==> src/rtl/rv_reg_file_mp.sv <==
// Multi-port RISC-V integer register file: NRD async read ports, NWR sync write
// ports, optional same-cycle write-to-read bypass, and a sequential clear engine.
module rv_reg_file_mp #(
  parameter int XLEN   = 32,
  parameter int NREGS  = 32,
  parameter int NRD    = 2,
  parameter int NWR    = 1,
  parameter int BYPASS = 1,
  localparam int AW    = $clog2(NREGS)
) (
  input  logic                clk,
  input  logic                reset_i,
  input  logic                clear_req_i,
  input  logic [NRD*AW-1:0]   rd_addr_i,
  output logic [NRD*XLEN-1:0] rd_data_o,
  input  logic [NWR-1:0]      wr_en_i,
  input  logic [NWR*AW-1:0]   wr_addr_i,
  input  logic [NWR*XLEN-1:0] wr_data_i,
  output logic                ready_o
);

  typedef enum logic {CLEAR, READY} state_t;

  state_t          state;
  logic [AW-1:0]   clr_cnt;
  logic [XLEN-1:0] regs [NREGS];

  // Reset only restarts the clear engine; the array itself is zeroed one entry
  // per cycle by CLEAR. Later write ports overwrite earlier ones on collision.
  always_ff @(posedge clk) begin
    if (reset_i) begin
      state   <= CLEAR;
      clr_cnt <= '0;
      ready_o <= 1'b0;
    end else begin
      case (state)
        CLEAR: begin
          regs[clr_cnt] <= '0;
          clr_cnt       <= clr_cnt + AW'(1);
          if (clr_cnt == AW'(NREGS - 1)) begin
            state   <= READY;
            ready_o <= 1'b1;
          end
        end
        READY: begin
          for (int unsigned w = 0; w < NWR; w++) begin
            if (wr_en_i[w] && (wr_addr_i[w*AW +: AW] != '0))
              regs[wr_addr_i[w*AW +: AW]] <= wr_data_i[w*XLEN +: XLEN];
          end
          if (clear_req_i) begin
            state   <= CLEAR;
            clr_cnt <= '0;
            ready_o <= 1'b0;
          end
        end
        default: begin
          state   <= CLEAR;
          clr_cnt <= '0;
          ready_o <= 1'b0;
        end
      endcase
    end
  end

  // Reads are zero while clearing and for x0; the highest matching write port
  // is forwarded when bypass is enabled.
  always_comb begin
    rd_data_o = '0;
    for (int unsigned p = 0; p < NRD; p++) begin
      if ((state == READY) && (rd_addr_i[p*AW +: AW] != '0)) begin
        rd_data_o[p*XLEN +: XLEN] = regs[rd_addr_i[p*AW +: AW]];
        if (BYPASS != 0) begin
          for (int unsigned w = 0; w < NWR; w++) begin
            if (wr_en_i[w] && (wr_addr_i[w*AW +: AW] == rd_addr_i[p*AW +: AW]))
              rd_data_o[p*XLEN +: XLEN] = wr_data_i[w*XLEN +: XLEN];
          end
        end
      end
    end
  end

endmodule

==> config.mk <==
export PLATFORM = sky130hd
export DESIGN_NAME = rv_reg_file_mp
export DESIGN_NICKNAME = d
export VERILOG_FILES = /design/src/rtl/rv_reg_file_mp.sv
export SDC_FILE = /design/constraint.sdc
export NUM_CORES = 1
export LEC_CHECK = 0
export CAP_MARGIN = 25
export CELL_PAD_IN_SITES_DETAIL_PLACEMENT = 0
export CELL_PAD_IN_SITES_GLOBAL_PLACEMENT = 2
export CORE_ASPECT_RATIO = 0.75
export CORE_MARGIN = 2
export CORE_UTILIZATION = 33
export CTS_CLUSTER_SIZE = 8
export DETAILED_ROUTE_END_ITERATION = 8
export HOLD_SLACK_MARGIN = 0.03
export PLACE_DENSITY_LB_ADDON = 0.1
export SLEW_MARGIN = 20
export SYNTH_ARGS = -nofsm -noshare
export SYNTH_HDL_FRONTEND = slang
export SYNTH_SLANG_ARGS = --single-unit
==> constraint.sdc <==
create_clock -name clk -period 11.8 [get_ports clk]
set_input_delay 2.95 -clock clk [delete_from_list [all_inputs] [get_ports clk]]
set_output_delay 2.95 -clock clk [all_outputs]
set_load 0.05 [all_outputs]
==> impl_summary.log <==
INFO  metric irDropWorstVdd = 0.103 mV
INFO  metric drc = 0
INFO  metric area_growth_syn_to_layout = 15.5%
INFO  metric power-per-cell-area = 146 nW/um^2
INFO  metric grt_pass1_wl = 250 mm
INFO  metric status = finished clean
INFO  metric layout.nets = 2923
INFO  metric dpl-instance-area = 53100 um^2
INFO  metric use_met3 = 4.93%
INFO  metric synthesis.instances = 2726
INFO  metric postSynthRegisterBits = 1031
INFO  metric cts_tree = built
INFO  metric startpoint_class = input port
INFO  metric io_pins = 116
INFO  metric mostFrequentLayoutCell = sky130_fd_sc_hd__edfxtp_1
INFO  metric postCtsSetupRepairBufs = 0
INFO  metric coreArea = 150000 um^2
INFO  metric critical_path.max_fanout = 122
INFO  metric cts_resized = 0
INFO  metric grtUsageMet1 = 35.6%
INFO  metric switching_power_as_a_share_of_total_power = 22.6%
INFO  metric internal_power = 6.48 mW
INFO  metric combinationalPowerShare = 6.3%
INFO  metric ys_warn_count = 0
INFO  metric tritoncts_num_sinks = 1031
INFO  metric syn_avg_cell_area = 18.2 um^2
INFO  metric finalSetupViolations = 0
INFO  metric grt.met2_usage = 33.8%
INFO  metric worstPathArrival = 6850 ps
INFO  metric synth_sequential_area_ratio = 62.2%
INFO  metric crit_path_end_kind = primary output
INFO  metric path_class = in2out
INFO  metric floorplan.die.width = 452 um
INFO  metric adder_cell_area_share_of_the_yosys_netlist = 0.0504%
INFO  metric power.leakage = 19.0 nW
INFO  metric placement_rows = 123
INFO  metric final_design_area_no_fill = 57300 um^2
INFO  metric dp_slack = 2020 ps
INFO  metric drt-pass1-iter-count = 5
INFO  metric setup.reg_to_reg.worst_slack = 7510 ps
INFO  metric drtIter0Drc = 3518
INFO  metric detailedPlacementHpwl = 97.6 mm
INFO  metric ant_nets = 0
INFO  metric synth.mux.area_fraction = 24.0%
INFO  metric detail_route.vias_per_cell = 6.22
INFO  metric groute.usage.overall = 23.4%
INFO  metric first_global_vias = 31025
INFO  metric final.setup_skew = 26.2 ps
INFO  metric synthXorXnorAreaFrac = 0.176%
INFO  metric routed-via-count = 30435
INFO  metric clock_latency = 770 ps
INFO  metric post_cts_hold_buffer_count = 0
INFO  metric synth_simple_gate_area_share = 2.24%
INFO  metric total_power = 8.37 mW
INFO  metric cp.required = 8850 ps
INFO  metric die_area = 154000 um^2
INFO  metric synth_edf_count = 1024
INFO  metric maxCapViolCount = 0
INFO  metric postRouteWirelength = 182 mm
INFO  metric final_max_slew_viol_count = 0
INFO  metric fmax = 0.102 GHz
INFO  metric grt_most_used_layer = met1
INFO  metric power.net_switching = 1.89 mW
INFO  metric timing.setup.tns = 0 ps
INFO  metric hold_violations = 0
INFO  metric timing.hold.ws = 497 ps
INFO  metric syn-num-nets = 2779
INFO  metric clk_pin_slew_worst_paths = 50 ps
INFO  metric gpl.final_weighted_congestion = 0.760
INFO  metric maxSlewHeadroom = 15.6%
INFO  metric port_buffers = 115
INFO  metric grt_remaining_overflow = 0
INFO  metric timing_worst_slew_pin_value = 1230 ps
INFO  metric post_drt_wl_per_cell = 37.1 um
INFO  metric htree_levels = 4
INFO  metric post_synth_instance_area = 49600 um^2
INFO  metric async_reset_ff_share = 0%
INFO  metric power_frac_clock = 45.8%
INFO  metric initial_core_util = 33.2%
INFO  metric ys_types = 57
INFO  metric cts_root_buf = sky130_fd_sc_hd__clkbuf_16
INFO  metric grt_start_max_net_pins = 123
INFO  metric antenna_violations_before_repair = 10
INFO  metric setup_ws = 2000 ps
INFO  metric power.sequential.fraction = 47.9%
INFO  metric clock_path_buffers = 3
INFO  metric ys.flop_type = sky130_fd_sc_hd__edfxtp_1
INFO  metric hold_class = reg2reg
INFO  metric drive_above_1_share = 26.4%
INFO  metric period_minus_slack = 9800 ps
INFO  metric leading_cell_types_in_the_layout_fill_and_taps_excluded = 1024 x sky130_fd_sc_hd__edfxtp_1, 387 x sky130_fd_sc_hd__mux4_2, 316 x sky130_fd_sc_hd__mux2i_1
INFO  metric cts-buffers-inserted = 147
INFO  metric grt_setup_unrepaired = no
INFO  metric fin_crit_sh = 83.1%
INFO  metric synth-compound-area-share = 8.49%
INFO  metric die_height = 340 um
INFO  metric synth_top_family_by_area = multiplexers
[Yosys cell counts, drive strengths merged (2+ instances only)]
library cell	instances	area share, %
and3	2	0.025
a211o	62	1.1
nand3	5	0.050
a211oi	63	0.95
mux4	387	18
nor2b	70	0.88
o21bai	33	0.50
o21a	2	0.030
nand4	2	0.025
clkbuf	89	0.69
a31oi	5	0.063
nand3b	2	0.030
ha	2	0.050
nor2	47	0.36
nand2b	7	0.088
a21oi	72	0.73
buf	148	2.1
nand2	20	0.15
mux2i	316	6.4
a22oi	64	0.97
xnor2	9	0.16
nor3b	4	0.061
o21ba	2	0.040
nor3	7	0.081
a2111oi	63	1.1
a221oi	125	2.5
edfxtp	1024	62
and2	32	0.40
inv	6	0.045
dfxtp	7	0.28
o21ai	35	0.35
[sequential cells by signal, summed over array words and instances (netlist names)]
name / cells
clr_cnt: 5
state: 1
ready_o: 1
regs: 1024
[cell type report]
| class | instances | area [um^2] |
|---|---|---|
| clock inverters | 12 | 156 |
| flip-flops and latches | 1031 | 30900 |
| inverters | 6 | 25.0 |
| diodes | 5 | 12.5 |
| well taps | 2000 | 2500 |
| fillers | 13613 | 92200 |
| clock buffers | 156 | 3800 |
| repair buffers | 232 | 2280 |
| multi-input cells | 1452 | 17700 |
[critical path, stage by stage]
cell and delay, ps:
sky130_fd_sc_hd__buf_8 480, sky130_fd_sc_hd__buf_12 720, sky130_fd_sc_hd__mux2i_1 170, sky130_fd_sc_hd__a221oi_1 600, sky130_fd_sc_hd__o21ai_0 180, sky130_fd_sc_hd__a21oi_1 400
sky130_fd_sc_hd__a211o_1 230, sky130_fd_sc_hd__clkdlybuf4s50_1 840
[worst paths after layout]
check,start,to,cells after the start
worst min-delay path,ready_o$_SDFFE_PP0P_,ready_o$_SDFFE_PP0P_,2
worst max register to register,state$_SDFF_PP0_,regs[15][13]$_DFFE_PP_,8
worst max-delay path,rd_addr_i[5],rd_data_o[61],8
worst min register to register,ready_o$_SDFFE_PP0P_,ready_o$_SDFFE_PP0P_,2
[kinds of logic after synthesis]
| group | Yosys count |
|---|---|
| multiplexers | 704 |
| AND/OR/NAND/NOR | 203 |
| AO/OA/AOI/OAI | 533 |
| XOR/XNOR | 10 |
| buffers and inverters | 243 |
| adder cells (fa/ha/maj) | 2 |
| flip-flops | 1031 |
[power groups by stage]
stage | logic (mW) | registers (mW) | clock network [mW]
2_1_floorplan | 0.354 | 4.07 | 0
3_3_place_gp | 0.527 | 4.08 | 0
3_5_place_dp | 0.527 | 4.08 | 0
4_1_cts | 0.528 | 4.01 | 3.93
5_1_grt | 0.552 | 4.01 | 4.07
6_report | 0.527 | 4.01 | 3.83
[per-layer routing]
layer  part of all wire (%)  vias up
li1                       -    12012
met1                     47    16699
met2                     43     1468
met3                    7.9      254
met4                    2.0        2
met5                 0.0055        -
[through the flow]
step / util (%) / std cells
after floorplan: - / 2726
after CTS: 38.1 / 4871
after global placement: 35.5 / 4701
after global routing: 38.3 / 4889
after detailed placement: 35.5 / 4703
final: 38.3 / 4894
No activity file was read; power rests on OpenSTA's default activity.
==> edit, RTL diff (config.mk and constraints unchanged) <==
`NREGS`: 32 -> 16.
--- a/src/rtl/rv_reg_file_mp.sv
+++ b/src/rtl/rv_reg_file_mp.sv
@@ -2,7 +2,7 @@
 // ports, optional same-cycle write-to-read bypass, and a sequential clear engine.
 module rv_reg_file_mp #(
   parameter int XLEN   = 32,
-  parameter int NREGS  = 32,
+  parameter int NREGS  = 16,
   parameter int NRD    = 2,
   parameter int NWR    = 1,
   parameter int BYPASS = 1,
Ports: changed (resized rd_addr_i and wr_addr_i); port bits go from 116 to 113. No check against the original RTL was run, so the function may have changed too.
==> edit against the original RTL <==
Setup slack better by 0.49 ns; routed wire length fell by 59%; area after synthesis fell by 49%; maximum frequency increased by 5.3%; sequential cell count down 513; total power fell by 50%; global-route usage fell by 4.2 points; non-clock buffer count shrank 83; final area shrank 49%; critical path depth down 1; critical path type unchanged; largest power group unchanged; highest routed layer is now met4.
==> edit: results (changes against the original RTL) <==
- Final RePlAce weighted congestion: 0.687 (-9.6%)
- Global-route wire length before repair: 105 mm (-58%)
- Largest net degree at the start of global routing: 60 (-51%)
- Maximum fanout along the worst path: 57 (-53%)
- Worst hold path type: reg2reg
- Top cells by count, synth: edfxtp_1, mux4_2, mux2i_1
- FF-to-FF Start: state
- Vias in the first global route: 14,500 (-53%)
- Ys Warns: 0 (unchanged)
- EDFF count, synth: 512 (-50%)
- DPL Wire Length: 39.5 mm (-60%)
- Slew Limit Headroom: 0.288 (+0.132)
- Hold Startpoint: ready_o
- PortBufs: 112 (-2.6%)
- Max VDD drop: 0.000107 V (+4.0%)
- Final wirelength: 74.2 mm (-59%)
- Crit-path slowest cell: clkdlybuf4s50_1
- Gate Count Post-Synth: 1,247 (-54%)
- CTS max path bufs: 3 (unchanged)
- Non-Filler Instances: 2,400 (-51%)
- Nets: 1,417 (-52%)
- Asr flop ratio synth: 0 (unchanged)
- Synth top area cells: edfxtp_1, mux4_2, mux2i_1, a22o_1, buf_6
- Clk_lat worst skew: 0.60 ns (-0.17 ns)
- Clock slew at reported path FFs: 0.05 ns (about the same)
- FILL cells: 6,774 (-50%)
- CTS buffer count: 74 (-50%)
- CTS H-tree depth: 3 (-1)
- Root Buffer Master: clkbuf_16
- Crit path DAT: 6.36 ns (-0.49 ns)
- Predominant post-synthesis flop cell: edfxtp_1
- Synthesized net count: 1,296 (-53%)
- Synth unique cells: 39 (-32%)
- Layout cell share with drive strength beyond 1: 0.293 (+0.0282)
- Sequential fraction of the synthesis area: 0.617 (-0.00529)
- GRT Total Usage: 0.191 (-0.0425)
- Fin Clk Skew: 0.0242 ns (-0.00206 ns)
- Post-placement setup slack: 2.40 ns (+0.389 ns)
- Largest registers: regs x512, clr_cnt x4
- Post-CTS sizing: 0 (unchanged)
- Top Family by Delay on Critical Path: buffers and inverters
- P_sw: 0.913 mW (-52%)
- Initial antenna violation count: 2 (-8)
- Post-CTS setup buffer count: 0 (unchanged)
- Status: complete, no violations
- Vias/cell: 5.56 (-11%)
- Slowest stage delay, CP: 0.81 ns (-0.03 ns)
- DR iter-0 viols: 1,122 (-68%)
- Placed instance area: 0.0273 mm2 (-49%)
- DP Cell Count: 2,314 (-51%)
- Diode count: 0 (-5)
- P_leak: 10.4 nW (-45%)
[edit: kinds of logic (layout without fill, tap and decap cells)]
kind of cell,after synthesis,count (layout),synth area share
AND/OR/NAND/NOR,79,79,0.0174
XOR/XNOR,8,8,0.00279
buffers and inverters,107,237,0.0273
AO/OA/AOI/OAI,86,86,0.0288
flip-flops,518,518,0.617
multiplexers,448,448,0.306
adder cells (fa/ha/maj),1,1,0.000498
[edit: power by group through the flow]
| stage | logic (mW) | registers, mW | clock network, mW |
|---|---|---|---|
| 2_1_floorplan | 0.185 | 2.06 | 0 |
| 3_3_place_gp | 0.276 | 2.06 | 0 |
| 3_5_place_dp | 0.275 | 2.06 | 0 |
| 4_1_cts | 0.275 | 2.02 | 1.95 |
| 5_1_grt | 0.287 | 2.02 | 2.02 |
| 6_report | 0.269 | 2.03 | 1.90 |
[edit: path summary, 6_finish.rpt]
check / endpoint / slack (ns) / depth (start not counted)
max reg2reg: regs[8][17] / 7.90 / 5
min: ready_o / 0.46 / 2
min reg2reg: ready_o / 0.46 / 2
max: rd_data_o[47] / 2.49 / 7
[edit: cell type report]
| cell class | count | area [um2] | area share |
|---|---|---|---|
| Sequential cell | 518 | 15500 | 0.529 |
| Tap cell | 1023 | 1280 | 0.0437 |
| Multi-Input combinational cell | 622 | 9090 | 0.311 |
| Clock inverter | 2 | 17.5 | 0.000598 |
| Timing Repair Buffer | 149 | 1420 | 0.0486 |
| Clock buffer | 83 | 1950 | 0.0666 |
| Inverter | 3 | 11.3 | 0.000385 |
[edit: per-layer routing]
metal | global-route usage | wire, um
met4 | 0.0469 | 1560
met2 | 0.290 | 33700
met1 | 0.285 | 35600
met5 | 0 | 0
met3 | 0.0353 | 3320
